[config.mk]
export PLATFORM = sky130hd
export DESIGN_NAME = uart_tx_unit
export DESIGN_NICKNAME = d
export VERILOG_FILES = /design/src/rtl/uart_tx_unit.sv
export SDC_FILE = /design/constraint.sdc
export NUM_CORES = 1
export LEC_CHECK = 0
export ABC_CLOCK_PERIOD_IN_PS = 2400
export BUFFER_PORTS_ARGS = -buffer_cell sky130_fd_sc_hd__buf_2
export CAP_MARGIN = 10
export CORE_MARGIN = 3
export CORE_UTILIZATION = 40
export CTS_CLUSTER_SIZE = 25
export DETAILED_ROUTE_END_ITERATION = 8
export PLACE_DENSITY_LB_ADDON = 0.2
export SYNTH_ARGS = -nofsm -noshare
export SYNTH_HDL_FRONTEND = slang
export SYNTH_SLANG_ARGS = --single-unit
[constraint.sdc]
create_clock -name clk -period 2.4 [get_ports clk]
set_clock_uncertainty 0.2 [all_clocks]
set_input_delay 0.36 -clock clk [delete_from_list [all_inputs] [get_ports clk]]
set_output_delay 0.36 -clock clk [all_outputs]
set_load 0.01 [all_outputs]
[src/rtl/uart_tx_unit.sv]
// ============================================================================
// uart_tx_unit
// ----------------------------------------------------------------------------
// Asynchronous serial transmitter. It is the companion of the 16x-oversampled
// UART receiver and shares its baud tick. A parallel word is sent as one start
// bit (0), DBIT data bits LSB first, an optional even-parity bit, and a stop
// period of SB_TICK baud ticks (1).
//
// Optional feature (compile-time macro):
//   UART_TX_PARITY_EN  - when defined, a PARITY state of 16 ticks is inserted
//                        between DATA and STOP. It carries even parity over
//                        the data word captured at accept.
//
// Parameters:
//   DBIT     - data bits per frame (5..9)
//   SB_TICK  - stop period in s_tick units (16 = 1, 24 = 1.5, 32 = 2 bits)
//
// Ports:
//   clk           in   system clock, rising-edge active
//   reset_n       in   asynchronous active-low reset
//   s_tick        in   baud enable, one clk wide, 16 per bit period
//   tx_start      in   request to send din (looked at only while idle)
//   din           in   word to send, captured on the accepting edge
//   tx_done_tick  out  one-clk pulse during the last tick of the stop period
//   tx_busy       out  high whenever the FSM is not idle
//   tx            out  registered serial line, idles high
//
// Handshake: tx_start acts as "valid" and ~tx_busy as "ready". A word is
// accepted on a rising clk edge where tx_start=1 and the FSM is idle. Requests
// made while busy are dropped, not queued, and din is not looked at again
// until the next accept. tx_done_tick is high in the final STOP cycle, while
// tx_busy is still high, so a request in that same cycle is dropped too.
// ============================================================================
module uart_tx_unit #(
    parameter int DBIT    = 8,
    parameter int SB_TICK = 16
) (
    input  logic            clk,
    input  logic            reset_n,
    input  logic            s_tick,
    input  logic            tx_start,
    input  logic [DBIT-1:0] din,
    output logic            tx_done_tick,
    output logic            tx_busy,
    output logic            tx
);

    // Bit counter width: ceil(log2(DBIT)), with a minimum of 1.
    localparam int NW = (DBIT > 1) ? $clog2(DBIT) : 1;

    localparam logic [4:0]    S_BIT_LAST  = 5'd15;
    localparam logic [4:0]    S_STOP_LAST = 5'(SB_TICK - 1);
    localparam logic [NW-1:0] N_LAST      = NW'(DBIT - 1);

`ifdef UART_TX_PARITY_EN
    typedef enum logic [2:0] {
        IDLE   = 3'd0,
        START  = 3'd1,
        DATA   = 3'd2,
        PARITY = 3'd3,
        STOP   = 3'd4
    } state_t;
`else
    typedef enum logic [1:0] {
        IDLE  = 2'd0,
        START = 2'd1,
        DATA  = 2'd2,
        STOP  = 2'd3
    } state_t;
`endif

    // ------------------------------------------------------------------
    // State registers
    // ------------------------------------------------------------------
    state_t          state;
    logic [4:0]      s;        // tick count inside the current bit
    logic [NW-1:0]   n;        // data bit index
    logic [DBIT-1:0] b;        // shift register, b[0] is on the line
    logic            busy_q;
    logic            tx_q;
`ifdef UART_TX_PARITY_EN
    logic            par_q;    // even parity of the captured word
`endif

    // ------------------------------------------------------------------
    // Next-state values
    // ------------------------------------------------------------------
    state_t          state_n;
    logic [4:0]      s_n;
    logic [NW-1:0]   n_n;
    logic [DBIT-1:0] b_n;
    logic            tx_n;
    logic            done_c;
`ifdef UART_TX_PARITY_EN
    logic            par_n;
`endif

    always_comb begin
        state_n = state;
        s_n     = s;
        n_n     = n;
        b_n     = b;
        done_c  = 1'b0;
`ifdef UART_TX_PARITY_EN
        par_n   = par_q;
`endif

        unique case (state)
            IDLE: begin
                // s_tick is ignored while idle, so s stays where reset or
                // the previous frame left it until the next accept.
                if (tx_start) begin
                    state_n = START;
                    s_n     = 5'd0;
                    b_n     = din;
`ifdef UART_TX_PARITY_EN
                    par_n   = ^din;
`endif
                end
            end

            START: begin
                if (s_tick) begin
                    if (s == S_BIT_LAST) begin
                        state_n = DATA;
                        s_n     = 5'd0;
                        n_n     = '0;
                    end else begin
                        s_n = s + 5'd1;
                    end
                end
            end

            DATA: begin
                if (s_tick) begin
                    if (s == S_BIT_LAST) begin
                        s_n = 5'd0;
                        b_n = b >> 1;
                        if (n == N_LAST) begin
`ifdef UART_TX_PARITY_EN
                            state_n = PARITY;
`else
                            state_n = STOP;
`endif
                        end else begin
                            n_n = n + 1'b1;
                        end
                    end else begin
                        s_n = s + 5'd1;
                    end
                end
            end

`ifdef UART_TX_PARITY_EN
            PARITY: begin
                if (s_tick) begin
                    if (s == S_BIT_LAST) begin
                        state_n = STOP;
                        s_n     = 5'd0;
                    end else begin
                        s_n = s + 5'd1;
                    end
                end
            end
`endif

            STOP: begin
                if (s_tick) begin
                    if (s == S_STOP_LAST) begin
                        state_n = IDLE;
                        s_n     = 5'd0;
                        done_c  = 1'b1;
                    end else begin
                        s_n = s + 5'd1;
                    end
                end
            end

            default: begin
                state_n = IDLE;
                s_n     = 5'd0;
            end
        endcase

        // The line level is a function of the state being entered, so the
        // tx flop changes on the same edge as the state it belongs to. This
        // is what gives one clk from accept to the start-bit falling edge.
        unique case (state_n)
            START:   tx_n = 1'b0;
            DATA:    tx_n = b_n[0];
`ifdef UART_TX_PARITY_EN
            PARITY:  tx_n = par_n;
`endif
            default: tx_n = 1'b1;
        endcase
    end

    // ------------------------------------------------------------------
    // Sequential update
    // ------------------------------------------------------------------
    always_ff @(posedge clk or negedge reset_n) begin
        if (!reset_n) begin
            state  <= IDLE;
            s      <= 5'd0;
            n      <= '0;
            b      <= '0;
            busy_q <= 1'b0;
            tx_q   <= 1'b1;
`ifdef UART_TX_PARITY_EN
            par_q  <= 1'b0;
`endif
        end else begin
            state  <= state_n;
            s      <= s_n;
            n      <= n_n;
            b      <= b_n;
            busy_q <= (state_n != IDLE);
            tx_q   <= tx_n;
`ifdef UART_TX_PARITY_EN
            par_q  <= par_n;
`endif
        end
    end

    // ------------------------------------------------------------------
    // Outputs
    // ------------------------------------------------------------------
    assign tx      = tx_q;
    assign tx_busy = busy_q;

    // The done pulse has to be high in the final STOP cycle itself (the FSM
    // is still in STOP, so a same-cycle request is ignored). That cycle is
    // only known once s_tick arrives, so the pulse is decoded from the
    // registered state, the registered counter and s_tick.
    assign tx_done_tick = done_c;

endmodule

==> flow_summary.toml, run 1 <==
[run_status]
status = "finished, final reports clean"

[power_and_ir_drop]
total_power_uw = 1210
powerDensity_mw_per_mm2 = 1020
ir_drop_uv = 577
power.leakage_uw = 0.000546

[final_layout]
multiInputGateArea_um2 = 490
area_delta_synth_final_pct = 14.0
ff_latch_area_um2 = 502
n_fill_cell = 216
utilization_pct = 50.5
drive_gt1_share_pct = 22.2
n_antenna_cell = 0
fin_nets = 133

[floorplan]
die_h_um = 56.9
io_pins = 15
rows = 17
die_w_um = 56.9
initial_utilization_pct = 44.3
coreArea_mm2 = 0.00234
die_area_mm2 = 0.00324

[timing]
worst_pin_slew_ns = 0.448
final.min_clock_period_ns = 2.28
setup_violations = 0
slew_viol_final = 0
finalWorstSetupSlack_ns = 0.124
rsz0062_at_grt = "no"
max-slew-margin-rel_pct = 70.1
max_freq_mhz = 439
tns_ns = 0
finalCritPeriodShare_pct = 94.8
hold_violations = 0

[yosys]
synth_top_area_share_pct = 45.8
yosys_warnings = 0
avgSynthCellArea_um2 = 10.1
syn-cell-area_mm2 = 0.00104
synth_edf_count = 0
yosys-top-cells-area = "dfrtp_1 (46%), a221o_1 (5.8%), nand2_1 (5.4%), and3_1 (4.2%), ha_1 (3.6%)"
synth_common_cells = "dfrtp_1 (19), nand2_1 (15), and3_1 (7), nand3_1 (7), a221o_1 (6)"
ys_ff_latch = 20
ys_async_sr_fraction_pct = 100
seq_area_frac_synth_pct = 48.4
synthFlopType = "dfrtp_1"
synth_top_area_cell = "dfrtp_1"
yosysUniqueCellTypes = 34
syn_inst = 103
synth_most_common_cell = "dfrtp_1"
syn-num-nets = 118

[clock_tree]
cts_tree = "done"
cts-root-buf = "clkbuf_4"
cts.sinks = 20
cts.path.max_buffers = 2
clk_latency_ns = 0.31
cts_buffers = 3
htreeDepth = 1
clk_pin_slew_worst_paths_ns = 0.12

[route]
drc_errors = 0
vias_per_cell = 5.55
drtIter0Drc = 9
vias = 805
final_antenna_net_count = 0
wl_per_cell_um = 14.3
routed_wl_um = 2070
dr.pass1.iters = 4

[placed_design]
hpwlAfterDp_um = 1450
portBuffers = 14
place_congestion = 0.792
dp_worst_setup_slack_ns = 0.381

[setup_path]
crit_family = "simple AND/OR/NAND/NOR gates"
critPathSlowestCell = "dfrtp_1"
cp_slowest_stage_delay_ns = 0.41
critPathMaxFanout = 8
worst-path-buf-inv = 1
crit_required_ns = 1.84
end_kind = "output pin"
path_cells = "ha_1, and4b_2, and2_4, and3_1, buf_2"
critPathLaunchType = "flip-flop"
crit_arrival_ns = 1.72
criticalPathCategory = "reg2out"

[grt]
grt_pass1_vias = 838
grt_pass1_wl_um = 3790
gr-total-overflow = 0
track_usage_pct = 14.7
grt_max_degree = 21
antenna_found_initial = 0

[min_path]
hold_path_class = "in2reg"

[job]
cap_violations = 0
-- power breakdown --
group	internal, uW	switching, uW
combinational	184	159
clock	169	108
sequential	466	120
total	819	387
-- state kept, by name, summed over array words and instances (netlist names) --
register  flops
tx_busy       1
s             5
state         2
n             3
b             8
tx            1
-- tightest hold or removal path, delay by kind of cell --
| kind | cells | cell delay (ns) |
|---|---|---|
| AND/OR/NAND/NOR | 1 | 0.06 |
| buffers and inverters | 1 | 0.08 |
| AO/OA/AOI/OAI | 1 | 0.07 |
-- layer usage --
layer,track usage [%],part of all wire (%)
met5,0,0
met4,2.98,0.48
met3,5.75,4.4
met2,20.9,43
met1,21.1,52
-- what timing repair did --
action,in CTS,in global routing
hold buffers,1,0
setup endpoints to repair,0,1
hold endpoints to repair,19,0
setup buffers,0,1
resized for setup,0,3
-- cells by family after synthesis --
kind of cell / synth area share [%]
flip-flops: 48.4
adder cells (fa/ha/maj): 3.62
AND/OR/NAND/NOR: 21.5
AO/OA/AOI/OAI: 21.0
XOR/XNOR: 0.845
buffers and inverters: 4.70
-- per-stage QoR --
| stage | hold slack (ns) | area [um2] | instances |
|---|---|---|---|
| detailed placement | 0.137 | 1110 | 139 |
| floorplan | -0.136 | 1040 | 103 |
| finish | 0.0848 | 1180 | 145 |
| CTS | 0.0809 | 1170 | 144 |
| global route | 0.110 | 1180 | 145 |
| global placement | 0.139 | 1110 | 139 |
-- worst paths after layout --
path / from / end / slack [ns] / cells after the start
worst min-delay path: din[7] / b[7] / 0.08 / 3
max in group asynchronous: reset_n / tx / 1.34 / 2
worst min register to register: s[0] / s[0] / 0.30 / 1
min in group asynchronous: reset_n / b[6] / 0.31 / 2
worst max register to register: s[0] / b[3] / 0.43 / 5
worst max-delay path: s[0] / tx_done_tick / 0.12 / 5
-- layout make-up --
type | count | share of cell area [%]
flip-flops and latches | 20 | 42.4
multi-input cells | 74 | 41.5
clock buffers | 3 | 1.90
repair buffers | 17 | 8.04
inverters | 2 | 0.635
well taps | 28 | 2.96
clock inverters | 1 | 2.54
-- cells in the final DEF, fill, tap and decap left out, drive strengths merged --
| cell | instances |
|---|---|
| clkbuf | 3 |
| nor2b | 1 |
| a21oi | 5 |
| o311ai | 3 |
| or3 | 1 |
| a31o | 1 |
| dlygate4sd3 | 1 |
| a32o | 2 |
| o21a | 1 |
| o31ai | 1 |
| and4b | 2 |
| dfrtp | 19 |
| inv | 2 |
| nor2 | 4 |
| nand3b | 1 |
| a211oi | 1 |
| nand2b | 1 |
| nand3 | 7 |
| nand4b | 1 |
| dfstp | 1 |
| a311oi | 1 |
| xnor2 | 1 |
| a221o | 6 |
| and3 | 7 |
| buf | 16 |
| o211a | 1 |
| nor3 | 1 |
| bufinv | 1 |
| o21ai | 5 |
| ha | 3 |
| and2 | 1 |
| or2 | 1 |
| nand2 | 15 |
Power figures use the tool's default switching activity.
==> inputs of run 2 (changes only) <==
Settings changed: BUFFER_PORTS_ARGS -buffer_cell sky130_fd_sc_hd__buf_2 to -buffer_cell sky130_fd_sc_hd__clkbuf_2, CELL_PAD_IN_SITES_DETAIL_PLACEMENT set to 1, CELL_PAD_IN_SITES_GLOBAL_PLACEMENT set to 1.
==> run 2 against run 1 <==
Against the previous run:
- count of clock-buffer cells in the layout stayed put
- combinational power is 6% higher
- critical path depth stayed put
- design area stayed put
- largest power group unchanged
- critical path type unchanged
==> flow_summary.toml, run 2 (synthesis gave the netlist of run 1 again) <==
[grt]
antenna_found_initial = 0
grt_max_degree = 21
gr-total-overflow = 0
grt_pass1_vias = 934
track_usage_pct = 17.5
grt_pass1_wl_um = 4460

[clock_tree]
cts.path.max_buffers = 2
cts_tree = "done"
cts_buffers = 3
clk_latency_ns = 0.32
clk_pin_slew_worst_paths_ns = 0.13
cts.sinks = 20
cts-root-buf = "clkbuf_4"
htreeDepth = 1

[route]
wl_per_cell_um = 17.7
drtIter0Drc = 9
routed_wl_um = 2560
vias_per_cell = 5.93
drc_errors = 0
dr.pass1.iters = 4
vias = 860
final_antenna_net_count = 0

[setup_path]
crit_path_start = "s[0]"
timing.rr.end = "b[4]"
criticalPathCategory = "reg2out"
rrSetupSlack_ns = 0.36
critPathLaunchType = "flip-flop"
crit_arrival_ns = 1.75
end_kind = "output pin"
critPathSlowestCell = "dfrtp_1"
crit_required_ns = 1.84
path_cells = "ha_1, and4b_2, and2_4, and3_1, clkbuf_2"
cp_slowest_stage_delay_ns = 0.42
r2r_start = "s[0]"
critPathMaxFanout = 8
rr_worst_depth = 5

[min_path]
min_from = "din[7]"
whs_path_depth = 3
hold_path_class = "in2reg"
min_to = "b[7]"

[power_and_ir_drop]
p_seq_share_pct = 47.7
p_clk_share_pct = 22.9
powerDensity_mw_per_mm2 = 1050
p_sw_uw = 416
ir_drop_uv = 685
total_power_uw = 1240
p_int_uw = 820
p_comb_share_pct = 29.3
p_sw_share_pct = 33.7
power.leakage_uw = 0.000549

[final_layout]
multiInputGateArea_um2 = 490
fin_nets = 133
area_delta_synth_final_pct = 14.0
reg_top3 = "b: 8 flops, s: 5 flops, n: 3 flops"
largest-register = "b"
largest_reg_flops = 8
n_antenna_cell = 0
drive_gt1_share_pct = 22.2
layout_commonest_cell = "dfrtp_1"
ff_latch_area_um2 = 502
most-common-layout-cells = "dfrtp_1 (19), nand2_1 (15), clkbuf_2 (14)"
design_area_mm2 = 0.00118
n_fill_cell = 273
fin_cells = 145

[job]
cap_violations = 0

[placed_design]
portBuffers = 14
hpwlAfterDp_um = 1750
place_congestion = 0.784
dp_worst_setup_slack_ns = 0.315
dpl_cell_area_mm2 = 0.00111
placedCellCount = 139

[timing]
finalCritPeriodShare_pct = 96.1
rsz0062_at_grt = "no"
max-slew-margin-rel_pct = 66.1
tns_ns = 0
worst_pin_slew_ns = 0.509
finalWorstSetupSlack_ns = 0.0940
max_freq_mhz = 434
setup_violations = 0
slew_viol_final = 0
final.min_clock_period_ns = 2.31
hold_violations = 0

[run_status]
status = "finished, final reports clean"

[floorplan]
coreArea_mm2 = 0.00234
initial_utilization_pct = 44.3
io_pins = 15
die_w_um = 56.9
rows = 17
die_area_mm2 = 0.00324
die_h_um = 56.9
run 2: worst max-delay path by stage:
| stage | end | cells after the start |
|---|---|---|
| final | tx_done_tick | 5 |
| after global routing | tx_done_tick | 5 |
| after global placement | tx_done_tick | 5 |
| after detailed placement | tx_done_tick | 5 |
| after floorplan | tx_done_tick | 5 |
| after CTS | tx_done_tick | 5 |
run 2: worst max-delay path, delay by kind of cell (launching register included):
family                   cells  cell delay, ns
AND/OR/NAND/NOR              3            0.66
adder cells (fa/ha/maj)      1            0.24
buffers and inverters        1            0.13
flip-flops                   1            0.42
run 2: routing by layer:
layer | track usage (%) | vias up | wire [um]
met4 | 3.97 | 0 | 12
met1 | 22.6 | 430 | 1190
li1 | - | 414 | -
met2 | 28.7 | 14 | 1260
met3 | 5.52 | 2 | 105
met5 | 0 | - | 0
run 2: power groups by stage:
stage	logic, uW	clock network, uW	registers, uW
after CTS	356	294	590
after global placement	325	0	587
after global routing	428	304	611
after detailed placement	351	0	593
final	363	283	590
after floorplan	280	0	548
run 2: through the flow:
| stage | hold WS, ns | util [%] |
|---|---|---|
| finish | 0.0868 | 50.5 |
| global route | 0.0915 | 50.5 |
| CTS | 0.0813 | 50.1 |
| detailed placement | 0.161 | 47.4 |
| global placement | 0.151 | 47.4 |
| floorplan | -0.136 | - |
run 2: cell type report:
| cell class | instances | share of cell area (%) |
|---|---|---|
| inverter | 2 | 0.635 |
| clock buffer | 3 | 1.90 |
| tap | 28 | 2.96 |
| timing repair buffer | 17 | 8.04 |
| multi-input combinational | 74 | 41.5 |
| clock inverter | 1 | 2.54 |
| sequential | 20 | 42.4 |
run 2: what timing repair did:
action / CTS / global route
gates resized for setup: 1 / 2
hold buffers: 1 / 0
endpoints found under the hold margin: 19 / 0
setup endpoints to repair: 1 / 1
buffers inserted: 0 / 1
==> inputs of run 3 (changes only) <==
Settings changed: PLACE_DENSITY set to 0.75, PLACE_DENSITY_LB_ADDON 0.2 to unset.
==> run 3 against run 2 <==
Against the previous run:
- cell count did not move
- global-route usage fell by 1.8 points
- sequential power fell by 0.7%
- critical path type unchanged
- largest power group unchanged
==> flow_summary.toml, run 3 (synthesis gave the netlist of run 1 again) <==
[setup_path]
criticalPathCategory = "reg2out"
crit_arrival_ns = 1.73
timing.rr.end = "b[5]"
end_kind = "output pin"
rr_worst_depth = 5
r2r_start = "s[1]"
path_cells = "ha_1, and4b_2, and2_4, and3_1, clkbuf_2"
critPathSlowestCell = "dfrtp_1"
critPathMaxFanout = 8
rrSetupSlack_ns = 0.38
cp_slowest_stage_delay_ns = 0.41
critPathLaunchType = "flip-flop"
crit_required_ns = 1.84

[route]
dr.pass1.iters = 4
vias_per_cell = 5.99
drc_errors = 0
routed_wl_um = 2340
drtIter0Drc = 20
final_antenna_net_count = 0
vias = 868
wl_per_cell_um = 16.1

[grt]
track_usage_pct = 15.7
antenna_found_initial = 0
grt_pass1_vias = 860
gr-total-overflow = 0
grt_pass1_wl_um = 4020
grt_max_degree = 21

[placed_design]
place_congestion = 0.775
hpwlAfterDp_um = 1620
dpl_cell_area_mm2 = 0.00111
portBuffers = 14
dp_worst_setup_slack_ns = 0.297
placedCellCount = 139

[final_layout]
area_delta_synth_final_pct = 12.4
n_antenna_cell = 0
fin_nets = 133
n_fill_cell = 269
largest_reg_flops = 8
drive_gt1_share_pct = 22.2
largest-register = "b"
layout_commonest_cell = "dfrtp_1"
reg_top3 = "b: 8 flops, s: 5 flops, n: 3 flops"
fin_cells = 145
most-common-layout-cells = "dfrtp_1 (19), nand2_1 (15), clkbuf_2 (14)"
design_area_mm2 = 0.00117
utilization_pct = 49.8

[min_path]
min_to = "b[7]"
hold_path_class = "in2reg"
whs_path_depth = 3
min_from = "din[7]"

[floorplan]
die_h_um = 56.9
rows = 17
die_w_um = 56.9
io_pins = 15
coreArea_mm2 = 0.00234
initial_utilization_pct = 44.3
die_area_mm2 = 0.00324

[clock_tree]
cts.path.max_buffers = 2
htreeDepth = 1
cts_buffers = 3
clk_latency_ns = 0.30
cts_tree = "done"
cts-root-buf = "clkbuf_4"
clk_pin_slew_worst_paths_ns = 0.11
cts.sinks = 20

[job]
cap_violations = 0

[timing]
setup_violations = 0
max-slew-margin-rel_pct = 65.7
finalCritPeriodShare_pct = 95.6
hold_violations = 0
finalWorstSetupSlack_ns = 0.106
final.min_clock_period_ns = 2.29
max_freq_mhz = 436
slew_viol_final = 0
worst_pin_slew_ns = 0.514

[run_status]
status = "finished, final reports clean"

[power_and_ir_drop]
total_power_uw = 1140
powerDensity_mw_per_mm2 = 977
power.leakage_uw = 0.000542
ir_drop_uv = 447
run 3: cell types whose count changed in the layout (fill, tap and decap cells not counted), sizes merged:
cell,previous run,this run
bufinv,1,0
clkbuf,17,18
run 3: per-stage QoR:
stage / hold slack [ns] / TNS, ns
after floorplan: -0.136 / 0
after global placement: 0.149 / 0
after detailed placement: 0.156 / 0
after CTS: 0.0871 / 0
after global routing: 0.0966 / -0.00906
final: 0.0887 / 0
run 3: how the worst max path moves through the flow:
stage	end	slack (ns)	start
detailed placement	tx_done_tick	0.30	s[0]
CTS	tx_done_tick	0.008	s[0]
finish	tx_done_tick	0.11	s[0]
global placement	tx_done_tick	0.39	s[0]
floorplan	tx_done_tick	0.52	s[0]
global route	tx_done_tick	-0.009	s[1]
run 3: final cells by class:
cell class | count | area, um2 | area share [%]
Inverter | 2 | 7.51 | 0.644
Tap cell | 28 | 35.0 | 3.00
Multi-Input combinational cell | 74 | 490 | 42.1
Sequential cell | 20 | 502 | 43.0
Clock buffer | 4 | 36.3 | 3.11
Timing Repair Buffer | 17 | 95.1 | 8.15
run 3: report_power, final:
group	switching (uW)	internal, uW	total [uW]	leakage, uW
Combinational	170	183	354	0.000287
Clock	107	92.6	200	0.0000210
Sequential	120	466	586	0.000233
Total	397	742	1140	0.000542
run 3: per-layer routing:
layer,up-vias,routed length (um),track usage [%]
li1,417,-,-
met2,14,1110,24.5
met3,6,84,2.53
met5,-,0,0
met4,0,48,8.61
met1,431,1100,20.8
run 3: repair_timing:
item / 4_1_cts / 5_1_grt
hold buffers: 1 / 0
setup endpoints to repair: 1 / 1
resized for setup: 1 / 2
setup buffers: 0 / 1
pin swaps: 0 / 0
hold endpoints to repair: 19 / 0
gates cloned: 0 / 0
run 3: critical path, delay by kind of cell (launching register included):
kind | cells | cell delay (ns)
fa+ha+maj | 1 | 0.24
buf+inv | 1 | 0.13
flops | 1 | 0.41
simple gates | 3 | 0.66
